$ cat src/rtl/systolic_sequencer.sv
// systolic_sequencer: runs one 2x2 weight-stationary matrix job on the systolic array.
// Captures W and A on an accepted start. It then drives the array through an optional
// weight load, a skewed three-cycle activation feed and a zero-fill drain. Column
// accumulator outputs are sampled into r00..r11 at fixed cycles, and done pulses.
//
// Ports:
//   clk, reset            clock, synchronous active-low reset
//   start, reload_w       job request (IDLE only); reload_w=1 loads new weights first
//   abort                 cancel a running job (LOAD/FEED/DRAIN)
//   w00..w11, a00..a11    weight / activation matrices, captured on accepted start
//   busy, done            job in progress / one-cycle results-valid pulse
//   r00..r11              result matrix, held until the next accepted start
//   load_weight, valid    array control
//   a_in1, a_in2          array row 0 / row 1 activations
//   weight1..weight4      array PE weights (w00, w01, w10, w11)
//   acc_out1, acc_out2    array column 0 / column 1 accumulator outputs
`timescale 1ns/1ps
module systolic_sequencer #(
    parameter int unsigned DW  = 16,
    parameter int unsigned AW  = 32,
    parameter int unsigned LAT = 3
) (
    input  logic          clk,
    input  logic          reset,
    input  logic          start,
    input  logic          reload_w,
    input  logic          abort,
    input  logic [DW-1:0] w00,
    input  logic [DW-1:0] w01,
    input  logic [DW-1:0] w10,
    input  logic [DW-1:0] w11,
    input  logic [DW-1:0] a00,
    input  logic [DW-1:0] a01,
    input  logic [DW-1:0] a10,
    input  logic [DW-1:0] a11,
    output logic          busy,
    output logic          done,
    output logic [AW-1:0] r00,
    output logic [AW-1:0] r01,
    output logic [AW-1:0] r10,
    output logic [AW-1:0] r11,
    output logic          load_weight,
    output logic          valid,
    output logic [DW-1:0] a_in1,
    output logic [DW-1:0] a_in2,
    output logic [DW-1:0] weight1,
    output logic [DW-1:0] weight2,
    output logic [DW-1:0] weight3,
    output logic [DW-1:0] weight4,
    input  logic [AW-1:0] acc_out1,
    input  logic [AW-1:0] acc_out2
);

    // k must reach LAT+2
    localparam int unsigned KW = $clog2(LAT + 3);
    localparam logic [KW-1:0] K_ONE  = KW'(1);
    localparam logic [KW-1:0] K_CAP0 = KW'(LAT);
    localparam logic [KW-1:0] K_CAP1 = KW'(LAT + 1);
    localparam logic [KW-1:0] K_CAP2 = KW'(LAT + 2);

    typedef enum logic [2:0] {
        S_IDLE,
        S_LOAD,
        S_FEED,
        S_DRAIN,
        S_DONE
    } state_t;

    state_t        state;
    logic [KW-1:0] k;
    logic [DW-1:0] a00_q, a01_q, a10_q, a11_q;

    // Sequencer: state, feed counter and every registered output.
    // Outputs are computed from the state being entered, so they line up
    // with that state's cycle. weight1..4 double as the captured W.
    always_ff @(posedge clk) begin
        if (!reset) begin
            state       <= S_IDLE;
            k           <= '0;
            busy        <= 1'b0;
            done        <= 1'b0;
            load_weight <= 1'b0;
            valid       <= 1'b0;
            a_in1       <= '0;
            a_in2       <= '0;
            weight1     <= '0;
            weight2     <= '0;
            weight3     <= '0;
            weight4     <= '0;
            a00_q       <= '0;
            a01_q       <= '0;
            a10_q       <= '0;
            a11_q       <= '0;
            r00         <= '0;
            r01         <= '0;
            r10         <= '0;
            r11         <= '0;
        end else begin
            done        <= 1'b0;
            load_weight <= 1'b0;
            valid       <= 1'b0;
            a_in1       <= '0;
            a_in2       <= '0;

            // Column results emerge at k = LAT + t + j for result row t, column j
            if (state == S_DRAIN) begin
                if (k == K_CAP0) begin
                    r00 <= acc_out1;
                end
                if (k == K_CAP1) begin
                    r10 <= acc_out1;
                    r01 <= acc_out2;
                end
                if (k == K_CAP2) begin
                    r11 <= acc_out2;
                end
            end

            unique case (state)
                S_IDLE: begin
                    if (start) begin
                        weight1 <= w00;
                        weight2 <= w01;
                        weight3 <= w10;
                        weight4 <= w11;
                        a00_q   <= a00;
                        a01_q   <= a01;
                        a10_q   <= a10;
                        a11_q   <= a11;
                        r00     <= '0;
                        r01     <= '0;
                        r10     <= '0;
                        r11     <= '0;
                        busy    <= 1'b1;
                        k       <= '0;
                        if (reload_w) begin
                            state       <= S_LOAD;
                            load_weight <= 1'b1;
                        end else begin
                            // skip LOAD: enter FEED k=0 directly from the live inputs
                            state <= S_FEED;
                            valid <= 1'b1;
                            a_in1 <= a00;
                        end
                    end
                end

                S_LOAD: begin
                    if (abort) begin
                        state <= S_IDLE;
                        busy  <= 1'b0;
                    end else begin
                        state <= S_FEED;
                        valid <= 1'b1;
                        a_in1 <= a00_q;
                    end
                end

                // Skewed feed: row 1 lags row 0 by one cycle
                S_FEED: begin
                    if (abort) begin
                        state <= S_IDLE;
                        busy  <= 1'b0;
                    end else begin
                        k     <= k + K_ONE;
                        valid <= 1'b1;
                        if (k == '0) begin
                            a_in1 <= a01_q;
                            a_in2 <= a10_q;
                        end else if (k == K_ONE) begin
                            a_in2 <= a11_q;
                        end else begin
                            state <= S_DRAIN;
                        end
                    end
                end

                S_DRAIN: begin
                    if (abort) begin
                        state <= S_IDLE;
                        busy  <= 1'b0;
                    end else if (k == K_CAP2) begin
                        state <= S_DONE;
                        done  <= 1'b1;
                    end else begin
                        k     <= k + K_ONE;
                        valid <= 1'b1;
                    end
                end

                S_DONE: begin
                    state <= S_IDLE;
                    busy  <= 1'b0;
                    k     <= '0;
                end

                default: begin
                    state <= S_IDLE;
                    busy  <= 1'b0;
                end
            endcase
        end
    end

endmodule

$ cat config.mk
export PLATFORM = sky130hd
export DESIGN_NAME = systolic_sequencer
export DESIGN_NICKNAME = d
export VERILOG_FILES = /design/src/rtl/systolic_sequencer.sv
export SDC_FILE = /design/constraint.sdc
export NUM_CORES = 1
export LEC_CHECK = 0
export BUFFER_PORTS_ARGS = -buffer_cell sky130_fd_sc_hd__buf_2
export CORE_AREA = 2 2 167 169
export CTS_CLUSTER_SIZE = 30
export DETAILED_ROUTE_END_ITERATION = 8
export DIE_AREA = 0 0 169 171
export GPL_TIMING_DRIVEN = 0
export PLACE_DENSITY = 0.72
export SYNTH_ARGS = -nofsm -noshare
export SYNTH_HDL_FRONTEND = slang
export SYNTH_SLANG_ARGS = --single-unit
export TNS_END_PERCENT = 1
$ cat constraint.sdc
create_clock -name clk -period 5.15 [get_ports clk]
set_input_delay 0.2575 -clock clk [delete_from_list [all_inputs] [get_ports clk]]
set_output_delay 0.2575 -clock clk [all_outputs]
set_load 0.05 [all_outputs]
==> flow_metrics.py, run 1 <==
metrics = {
    "run_status": {
        "run_status": "finished clean",
    },
    "worst_setup_path": {
        "worst_reg2reg_path_length_in_cells": 6,
        "timing.critical_path.max_delay_family": "simple AND/OR/NAND/NOR gates",
        "buffers_and_inverters_on_the_worst_path": 2,
        "critPathMaxStageDelay_ns": 0.53,
        "critical_path_peak_fanout": 10,
        "timing.critical_path.to_type": "flip-flop",
        "cp.arrival_ns": 2.62,
        "rrSetupSlack_ns": 2.99,
        "slowest_stage": "nor3b_2",
        "worst_setup_path_start_kind": "flip-flop",
        "end_of_the_worst_register_to_register_path": "a_in2[12]",
        "crit_reg_reg_startpoint": "k[0]",
        "critical_path.cell_chain": "inv_1 > ha_1 > nor3b_2 > clkbuf_1 > a22oi_1 > nor2_1",
        "critPathKind": "reg -> reg",
        "worst-endpoint-required_ns": 5.61,
    },
    "synthesis": {
        "synth.ff_latch_count": 298,
        "synth.cell_area_um2": 10150,
        "synthesis.area_per_instance_um2": 9.893,
        "synth_cells": 1026,
        "synth_area_leaders": "dfxtp_1 59%, a22o_1 11%, nand2_1 9.8%, a21oi_1 6.3%, buf_6 2.9%",
        "yosysTopAreaCell": "dfxtp_1",
        "synth.yosys.seq_area_share_pct": 58.78,
        "synth_top_area_share_pct": 58.78,
        "yosys.cell_types.count": 38,
        "synth_fp_nets": 1227,
        "ys.warnings.count": 0,
    },
    "route": {
        "drcViolationCount": 0,
        "avgRoutedWirePerCell_um": 17.31,
        "vias": 10383,
        "post_drt_via_cell_ratio": 5.072,
        "first_pass_iters": 6,
        "totalWireLength_um": 35440,
        "drt_iter0_drc": 704,
        "antenna_left": 0,
    },
    "clock_network": {
        "h-tree-depth": 1,
        "clock_transition_at_path_regs_ns": 0.06,
        "clk_root_buffer_cell": "clkbuf_16",
        "cts_post_setup_buffers_inserted": 0,
        "cts_repair_resize_count": 0,
        "cts_inserted_buffers": 30,
        "clock_tree.buffer_depth": 3,
        "cts_tree": "yes",
        "cts.sinks": 298,
        "worstSkewPairLatency_ns": 0.55,
    },
    "placed_design": {
        "gp_congestion": 0.8135,
        "port_buffers": 424,
        "hpwl_um": 23310,
        "placed_area_um2": 12700,
        "dp_worst_setup_slack_ns": 3.071,
        "dpl.cell_count": 1796,
    },
    "cells_and_area": {
        "post_route_cells_drive_above_1_share_pct": 32.14,
        "area_overhead_vs_synth_pct": 53.98,
        "finalNetCount": 1877,
        "num-fill-cells": 2249,
        "stdcell_count": 2047,
        "final_core_util_pct": 57.20,
        "post-route-cell-area_um2": 15630,
    },
    "floorplan": {
        "initial_utilization_pct": 37.15,
        "die_area_um2": 28900,
        "coreArea_um2": 27320,
        "pin_count": 425,
        "die_h_um": 171,
        "floorplan.rows": 61,
        "die-width_um": 169,
    },
    "grt": {
        "grt_ovf": 0,
        "grt_start_max_net_pins": 15,
        "number_of_global_route_vias_before_repair": 10348,
        "grt_use_total_pct": 22.96,
        "antenna_found_initial": 2,
        "first_pass_grt_wire_length_um": 53580,
    },
    "worst_hold_path": {
        "worst_hold_path.endpoint": "load_weight",
        "hp-start": "reset",
        "hp-class": "in -> reg",
        "worstHoldPathCells": 3,
    },
    "timing": {
        "fin_setup_tns_ns": 0,
        "worst_clock_skew_ns": 0.02517,
        "max_slew.worst_pin.slew_ns": 0.8387,
        "max-slew-margin-rel_pct": 43.62,
        "worst_slack_ns": 2.994,
        "drv_slew": 0,
        "setup_viol": 0,
        "setup_repair_after_global_routing_missed_its_margin": "false",
        "report.final.hold_viol_count": 0,
        "fmax_mhz": 463.8,
        "period_needed_ns": 2.156,
        "final.period_utilization_pct": 41.87,
    },
    "pwr": {
        "power.density_nw_per_um2": 344.9,
        "p_leak_nw": 7.025,
        "worst_vdd_rail_ir_drop_mv": 0.2549,
    },
    "run": {
        "max_cap_violations": 0,
    },
}
==> worst max-delay path by stage <==
stage	slack, ns	endpoint	from	cells after the start
after detailed placement	3.07	a_in2[5]	k[0]	6
after global placement	3.11	a_in2[9]	k[0]	6
after floorplan	3.41	state[1]	k[0]	8
final	2.99	a_in2[12]	k[0]	6
after CTS	3.05	a_in2[5]	k[0]	6
after global routing	2.85	a_in2[12]	k[0]	6
==> stage by stage <==
step | total power [mW] | hold WS [ns]
floorplan | 2.929 | 0.3360
global placement | 3.142 | 0.4380
detailed placement | 3.151 | 0.4435
CTS | 5.404 | 0.02679
global route | 5.581 | 0.05303
finish | 5.390 | 0.04819
==> layout make-up <==
cell class	instances	area (um^2)	share of cell area [%]
Inverter	5	18.77	0.1201
Tap cell	346	432.9	2.770
Sequential cell	298	5966	38.17
Clock buffer	47	905.9	5.796
Clock inverter	8	71.32	0.4563
Antenna cell	2	5.005	0.03202
Buffer	83	603.1	3.859
Multi-Input combinational cell	640	3562	22.79
Timing Repair Buffer	618	4064	26.00
==> cell families after synthesis <==
logic type | Yosys count | synth area share, %
flip-flops | 298 | 58.78
AO/OA/AOI/OAI | 299 | 20.92
buffers and inverters | 88 | 6.127
multiplexers | 4 | 0.3945
adder cells (fa/ha/maj) | 4 | 0.4931
AND/OR/NAND/NOR | 333 | 13.29
==> what timing repair did <==
item / CTS / global route
hold buffers: 194 / 0
hold endpoints to repair: 271 / 0
endpoints found under the setup margin: 0 / 0
==> synth_stat cells <==
library cell  instances
ha_1                  4
buf_4                16
buf_2                29
o211a_1               2
a21oi_1             128
nor2_1               42
o21a_1                1
dfxtp_1             298
o21bai_1              1
o31a_1                1
nor3_1                3
a22o_1              128
nor4_1                2
nand2b_4              1
mux2i_1               4
nor2b_1               3
nand3_1               4
nand2_1             265
and2_1                2
nand2b_1              2
nor2b_2               1
o31ai_1               1
nand4_1               1
buf_6                26
and4b_1               1
buf_1                 2
nor3b_2               1
nor4_4                1
clkbuf_1             10
a21o_1                1
o21ai_1               1
inv_1                 5
nand3b_1              1
a222oi_1             16
o21ai_0               2
and3_1                2
a22oi_1              17
nor4_2                1
==> per-layer routing <==
metal	track usage [%]	share of wire, %	wire, um	vias up
li1	-	-	-	4885
met1	26.19	39	13790	4877
met2	41.05	49	17380	519
met3	5.135	7.8	2762	102
met4	10.52	4.3	1507	0
met5	0	0	0	-
==> placed cells by master, fill, tap and decap left out, types with 17 or more instances in the layout <==
master | netlist | layout
buf_2 | 29 | 453
buf_6 | 26 | 26
a22o_1 | 128 | 128
clkbuf_16 | 0 | 31
a22oi_1 | 17 | 17
a21oi_1 | 128 | 128
nand2_1 | 265 | 265
dlygate4sd3_1 | 0 | 194
clkbuf_1 | 10 | 19
dfxtp_1 | 298 | 298
nor2_1 | 42 | 42
==> state kept, by name (all words and copies together) (netlist names), 32 cells and up <==
name and flops:
r00 32, r11 32, r01 32, r10 32
==> worst min-delay path, cell delays in order <==
cell and delay (ns):
buf_2 0.13, nand2_1 0.10, nor3_1 0.06
==> where the power goes <==
part / leakage, nW / internal (mW) / switching [mW]
Sequential: 2.42 / 2.41 / 0.0565
Clock: 0.481 / 1.25 / 0.897
Combinational: 4.12 / 0.324 / 0.454
Total: 7.03 / 3.98 / 1.41
No activity file was read; power rests on OpenSTA's default activity.
==> run 2: changes to the inputs <==
Settings changed: CORE_AREA 2 2 167 169 to default, CORE_ASPECT_RATIO from default to 0.5, CORE_MARGIN from default to 2, CORE_UTILIZATION from default to 48, DIE_AREA 0 0 169 171 to default, PLACE_DENSITY 0.72 to 0.87.
Clock period 5.15 ns to 2.2 ns, I/O delays scaled along.
==> flow_metrics.py, run 2 (synthesized netlist as in run 1, its figures left out) <==
metrics = {
    "run_status": {
        "run_status": "finished clean",
    },
    "grt": {
        "global_route.usage.met1_pct": 34.80,
        "globalRouteMet3Util_pct": 5.975,
        "number_of_global_route_vias_before_repair": 10942,
        "grt_use_total_pct": 31.27,
        "antenna_found_initial": 1,
        "gr-max-usage-layer": "met2",
        "first_pass_grt_wire_length_um": 56130,
        "grt_use_met2_pct": 56.91,
        "grt_ovf": 0,
        "grt_start_max_net_pins": 17,
    },
    "clock_network": {
        "clock_transition_at_path_regs_ns": 0.07,
        "cts_tree": "yes",
        "clk_root_buffer_cell": "clkbuf_16",
        "cts_post_setup_buffers_inserted": 0,
        "cts_inserted_buffers": 26,
        "h-tree-depth": 1,
        "clock_tree.buffer_depth": 3,
        "worstSkewPairLatency_ns": 0.54,
        "cts.sinks": 298,
    },
    "placed_design": {
        "placed_area_um2": 12610,
        "hpwl_um": 22850,
        "gp_congestion": 0.8557,
        "port_buffers": 424,
    },
    "worst_setup_path": {
        "critical_path_peak_fanout": 10,
        "critPathKind": "reg -> reg",
        "worst-endpoint-required_ns": 2.59,
        "critical_path.cell_chain": "inv_1 > ha_2 > nor2b_1 > buf_2 > and3_1 > clkbuf_4 > buf_6 > a222oi_1 > nor2_1",
        "buffers_and_inverters_on_the_worst_path": 4,
        "slowest_stage": "a222oi_1",
        "worst_reg2reg_path_length_in_cells": 9,
        "timing.critical_path.to_type": "flip-flop",
        "cp.arrival_ns": 2.49,
        "critical_path_depth": 9,
        "critPathMaxStageDelay_ns": 0.36,
        "timing.critical_path.max_delay_family": "buffers and inverters",
        "worst_setup_path_start_kind": "flip-flop",
    },
    "route": {
        "vias": 10737,
        "totalWireLength_um": 37030,
        "antenna_left": 0,
        "drt_iter0_drc": 933,
        "post_drt_via_cell_ratio": 5.459,
        "avgRoutedWirePerCell_um": 18.83,
        "first_pass_iters": 7,
        "drcViolationCount": 0,
    },
    "pwr": {
        "seqPwrFrac_pct": 46.1,
        "p_switching_mw": 3.276,
        "power.density_nw_per_um2": 807.5,
        "internal_power_component_mw": 9.239,
        "sw_frac_of_total_pct": 26.18,
        "p_leak_nw": 6.997,
        "worst_vdd_rail_ir_drop_mv": 0.6008,
        "pwr-share-clk_pct": 39.2,
        "share_comb_of_total_power_pct": 14.7,
    },
    "timing": {
        "drv_slew": 0,
        "hold_slack_ns": 0.3144,
        "final.period_utilization_pct": 95.61,
        "period_needed_ns": 2.103,
        "fmax_mhz": 475.4,
        "setup_viol": 0,
        "max-slew-margin-rel_pct": 36.03,
        "max_slew.worst_pin.slew_ns": 0.9517,
        "fin_setup_tns_ns": 0,
        "report.final.hold_viol_count": 0,
        "setup_repair_after_global_routing_missed_its_margin": "false",
        "worst_clock_skew_ns": 0.01366,
    },
    "worst_hold_path": {
        "worstHoldPathCells": 3,
        "hp-class": "in -> reg",
    },
    "cells_and_area": {
        "post-route-cell-area_um2": 15500,
        "most-common-layout-cells": "452 x buf_2, 296 x dfxtp_1, 265 x nand2_1",
        "area_overhead_vs_synth_pct": 52.70,
        "finalNetCount": 1875,
        "final_core_util_pct": 75.06,
        "layout.cells.most_common": "buf_2",
        "post_route_cells_drive_above_1_share_pct": 32.27,
    },
    "floorplan": {
        "initial_utilization_pct": 49.16,
        "coreArea_um2": 20650,
        "die_h_um": 106.8,
        "die_area_um2": 22400,
        "die-width_um": 209.6,
        "floorplan.rows": 37,
        "pin_count": 425,
    },
    "run": {
        "max_cap_violations": 0,
    },
}
## run 2: per-stage QoR
| step | std cells | setup WS (ns) | power (mW) |
|---|---|---|---|
| floorplan | 1026 | 0.4587 | 6.857 |
| CTS | 1965 | 0.1594 | 12.46 |
| finish | 1967 | 0.09667 | 12.51 |
| global placement | 1723 | 0.2575 | 7.321 |
| detailed placement | 1723 | 0.1943 | 7.368 |
| global route | 1966 | 0.02042 | 12.88 |
## run 2: worst paths after layout
check	from	end	slack, ns
worst max register to register	k[0]	a_in1[9]	0.1
worst min-delay path	w00[2]	weight1[2]	0.31
worst max-delay path	k[0]	a_in1[9]	0.1
worst min register to register	r00[14]	r00[14]	0.45
## run 2: worst min-delay path, stage by stage
cell and delay, ns:
dlygate4sd3_1 0.52, buf_2 0.10, a22o_1 0.10
## run 2: power groups by stage
| stage | clock, mW | sequential (mW) | combinational [mW] |
|---|---|---|---|
| finish | 4.90 | 5.77 | 1.84 |
| global route | 5.17 | 5.79 | 1.92 |
| CTS | 4.92 | 5.75 | 1.79 |
| detailed placement | 0 | 5.87 | 1.50 |
| global placement | 0 | 5.86 | 1.46 |
| floorplan | 0 | 6.28 | 0.576 |
## run 2: area by class of cell
class                   instances  area [um^2]
inverters                       5        18.77
clock buffers                  34        742.0
multi-input cells             640         3565
clock inverters                12        168.9
fillers                      1322         5149
diodes                          2        5.005
well taps                     273        341.6
flip-flops and latches        298         5968
plain buffers                  83        605.6
repair buffers                620         4084
## run 2: what timing repair did
item                                   CTS  global route
setup endpoints to repair                0             1
endpoints found under the hold margin  276             0
hold buffers                           196             0
resized for setup                        0             4
## run 2: metal layers
metal / vias up / share of wire (%)
li1: 4871 / -
met1: 5054 / 37
met2: 631 / 50
met3: 181 / 7.6
met4: 0 / 5.8
met5: - / 0
==> run 3: changes to the inputs <==
--- a/config.mk
+++ b/config.mk
@@ -6,12 +6,14 @@
 export NUM_CORES = 1
 export LEC_CHECK = 0
+export ABC_AREA = 1
 export BUFFER_PORTS_ARGS = -buffer_cell sky130_fd_sc_hd__buf_2
 export CORE_ASPECT_RATIO = 0.5
 export CORE_MARGIN = 2
-export CORE_UTILIZATION = 48
+export CORE_UTILIZATION = 50
+export CTS_BUF_LIST = sky130_fd_sc_hd__clkbuf_8
 export CTS_CLUSTER_SIZE = 30
 export DETAILED_ROUTE_END_ITERATION = 8
 export GPL_TIMING_DRIVEN = 0
-export PLACE_DENSITY = 0.87
+export PLACE_DENSITY = 0.89
 export SYNTH_ARGS = -nofsm -noshare
 export SYNTH_HDL_FRONTEND = slang
==> constraint.sdc (replaced) <==
create_clock -name clk -period 2.2 [get_ports clk]
set_input_delay 0.22 -clock clk [delete_from_list [all_inputs] [get_ports clk]]
set_output_delay 0.22 -clock clk [all_outputs]
set_load 0.05 [all_outputs]
==> flow_metrics.py, run 3 <==
metrics = {
    "run_status": {
        "run_status": "finished clean",
    },
    "grt": {
        "first_pass_grt_wire_length_um": 67630,
        "grt_start_max_net_pins": 11,
        "grt_ovf": 0,
        "number_of_global_route_vias_before_repair": 12910,
        "antenna_found_initial": 1,
        "grt_use_total_pct": 38.36,
    },
    "placed_design": {
        "port_buffers": 422,
        "dpl.cell_count": 2015,
        "placed_area_um2": 13020,
        "gp_congestion": 0.8538,
        "hpwl_um": 24010,
    },
    "floorplan": {
        "die_h_um": 106.8,
        "coreArea_um2": 20650,
        "floorplan.rows": 37,
        "die_area_um2": 22380,
        "die-width_um": 209.6,
        "pin_count": 425,
        "initial_utilization_pct": 51.16,
    },
    "cells_and_area": {
        "multi_input_area_um2": 3736,
        "post_route_cells_drive_above_1_share_pct": 27.31,
        "area_overhead_vs_synth_pct": 49.60,
        "finalNetCount": 2179,
        "num-fill-cells": 1257,
        "layout.cells.most_common": "buf_2",
        "post-route-cell-area_um2": 15800,
        "most-common-layout-cells": "464 x buf_2, 305 x nand2_1, 298 x dfxtp_1",
        "stdcell_count": 2279,
        "final-seq-area_um2": 5966,
    },
    "synthesis": {
        "synth_fp_nets": 1521,
        "yosysTopAreaCell": "dfxtp_1",
        "synth.cells.most_frequent": "305 x nand2_1, 298 x dfxtp_1, 260 x a21oi_1",
        "number_of_enable_flip_flop_cells_after_synthesis": 0,
        "synth.cell_area_um2": 10560,
        "synth_top_area_share_pct": 56.47,
        "synth.ff_latch_count": 298,
        "synth.yosys.seq_area_share_pct": 56.47,
        "synth_area_leaders": "dfxtp_1 56%, a21oi_1 12%, nand2_1 11%, o21ai_0 4.0%, inv_1 3.6%",
        "synth_async_sr_flop_share_pct": 0,
        "ys.warnings.count": 0,
        "synthesis.area_per_instance_um2": 8.003,
        "synth_cells": 1320,
        "yosys.cell_types.count": 22,
        "yosysMostFrequentCell": "nand2_1",
        "top_ff_cell_synth": "dfxtp_1",
    },
    "clock_network": {
        "h-tree-depth": 2,
        "cts_tree": "yes",
        "clk_root_buffer_cell": "clkbuf_8",
        "cts_inserted_buffers": 42,
        "worstSkewPairLatency_ns": 0.55,
        "cts.sinks": 298,
        "clock_transition_at_path_regs_ns": 0.07,
        "clock_tree.buffer_depth": 3,
        "cts_post_setup_buffers_inserted": 0,
    },
    "timing": {
        "drv_slew": 0,
        "setup_viol": 0,
        "hold_slack_ns": 0.07338,
        "max-slew-margin-rel_pct": 52.40,
        "period_needed_ns": 2.114,
        "fmax_mhz": 473.0,
        "fin_setup_tns_ns": 0,
        "worst_clock_skew_ns": 0.03314,
        "setup_repair_after_global_routing_missed_its_margin": "false",
        "max_slew.worst_pin.slew_ns": 0.7140,
        "report.final.hold_viol_count": 0,
        "final.period_utilization_pct": 96.11,
    },
    "worst_setup_path": {
        "timing.critical_path.to_type": "flip-flop",
        "worst_setup_path_start_kind": "flip-flop",
        "worst-endpoint-required_ns": 2.65,
        "critical_path_peak_fanout": 10,
        "critPathKind": "reg -> reg",
        "cp.arrival_ns": 2.56,
    },
    "pwr": {
        "worst_vdd_rail_ir_drop_mv": 0.5656,
        "p_leak_nw": 7.778,
        "power.density_nw_per_um2": 824.0,
    },
    "route": {
        "post_drt_via_cell_ratio": 5.661,
        "antenna_left": 0,
        "drt_iter0_drc": 1619,
        "avgRoutedWirePerCell_um": 19.55,
        "totalWireLength_um": 44550,
        "first_pass_iters": 8,
        "drcViolationCount": 0,
        "vias": 12902,
    },
    "run": {
        "max_cap_violations": 0,
    },
    "worst_hold_path": {
        "hp-class": "in -> reg",
    },
}
-- run 3: changes by cell type after synthesis, sizes merged, moves of 4 or more --
cell    change
inv       +105
nor2b       -4
o21ai     +149
a21oi     +132
a22oi      -17
buf        -19
nand2      +43
a222oi     -16
nor4        -4
mux2i       -4
a22o      -128
nand3      +45
clkbuf     +25
-- run 3: layout make-up --
class / instances / area share, %
Buffer: 89 / 2.803
Sequential cell: 298 / 37.75
Clock buffer: 53 / 4.616
Clock inverter: 16 / 0.7363
Antenna cell: 3 / 0.04750
Tap cell: 273 / 2.161
Timing Repair Buffer: 614 / 25.52
Multi-Input combinational cell: 820 / 23.64
Inverter: 113 / 2.723
-- run 3: cells by family after synthesis --
| logic type | Yosys count | share of synthesized area [%] |
|---|---|---|
| fa+ha+maj | 4 | 0.4738 |
| flops | 298 | 56.47 |
| compound gates | 413 | 19.59 |
| buf+inv | 202 | 8.208 |
| simple gates | 403 | 15.26 |
-- run 3: final timing paths --
check        slack, ns       start          to  depth (start not counted)
max               0.09        k[1]    a_in2[8]                          7
min               0.07       reset   a01_q[15]                          3
max reg2reg       0.09        k[1]    a_in2[8]                          7
min reg2reg       0.46  weight3[8]  weight3[8]                          2
-- run 3: power breakdown --
| part | leakage, nW | switching (mW) | internal (mW) |
|---|---|---|---|
| logic | 4.88 | 1.79 | 0.838 |
| clock network | 0.480 | 2.15 | 2.39 |
| registers | 2.42 | 0.171 | 5.68 |
-- run 3: metal layers --
layer | up-vias | track usage [%] | share of wire, %
li1 | 5613 | - | -
met1 | 5896 | 41.07 | 35
met2 | 1056 | 66.17 | 47
met3 | 335 | 10.93 | 10
met4 | 2 | 27.71 | 7.5
met5 | - | 0 | 0.029
-- run 3: timing repair --
item,CTS,global route
setup endpoints to repair,0,51
endpoints found under the hold margin,255,0
gates resized for setup,0,3
hold buffers,192,0
-- run 3: critical path, cell delays in order, from the launching register on --
cell and delay (ns):
dfxtp_1 0.31, inv_1 0.10, ha_1 0.18, inv_1 0.04, nor2_1 0.52, clkbuf_1 0.43
nand3_1 0.20, a21oi_1 0.25
-- run 3: per-stage QoR --
step / power [mW] / utilization (%) / worst slack (ns)
5_1_grt: 13.43 / 76.51 / 0.02712
3_3_place_gp: 8.067 / 63.05 / 0.1115
6_report: 13.02 / 76.54 / 0.08565
3_5_place_dp: 8.108 / 63.05 / 0.06270
4_1_cts: 12.74 / 76.45 / 0.06290
2_1_floorplan: 7.414 / - / 0.6421
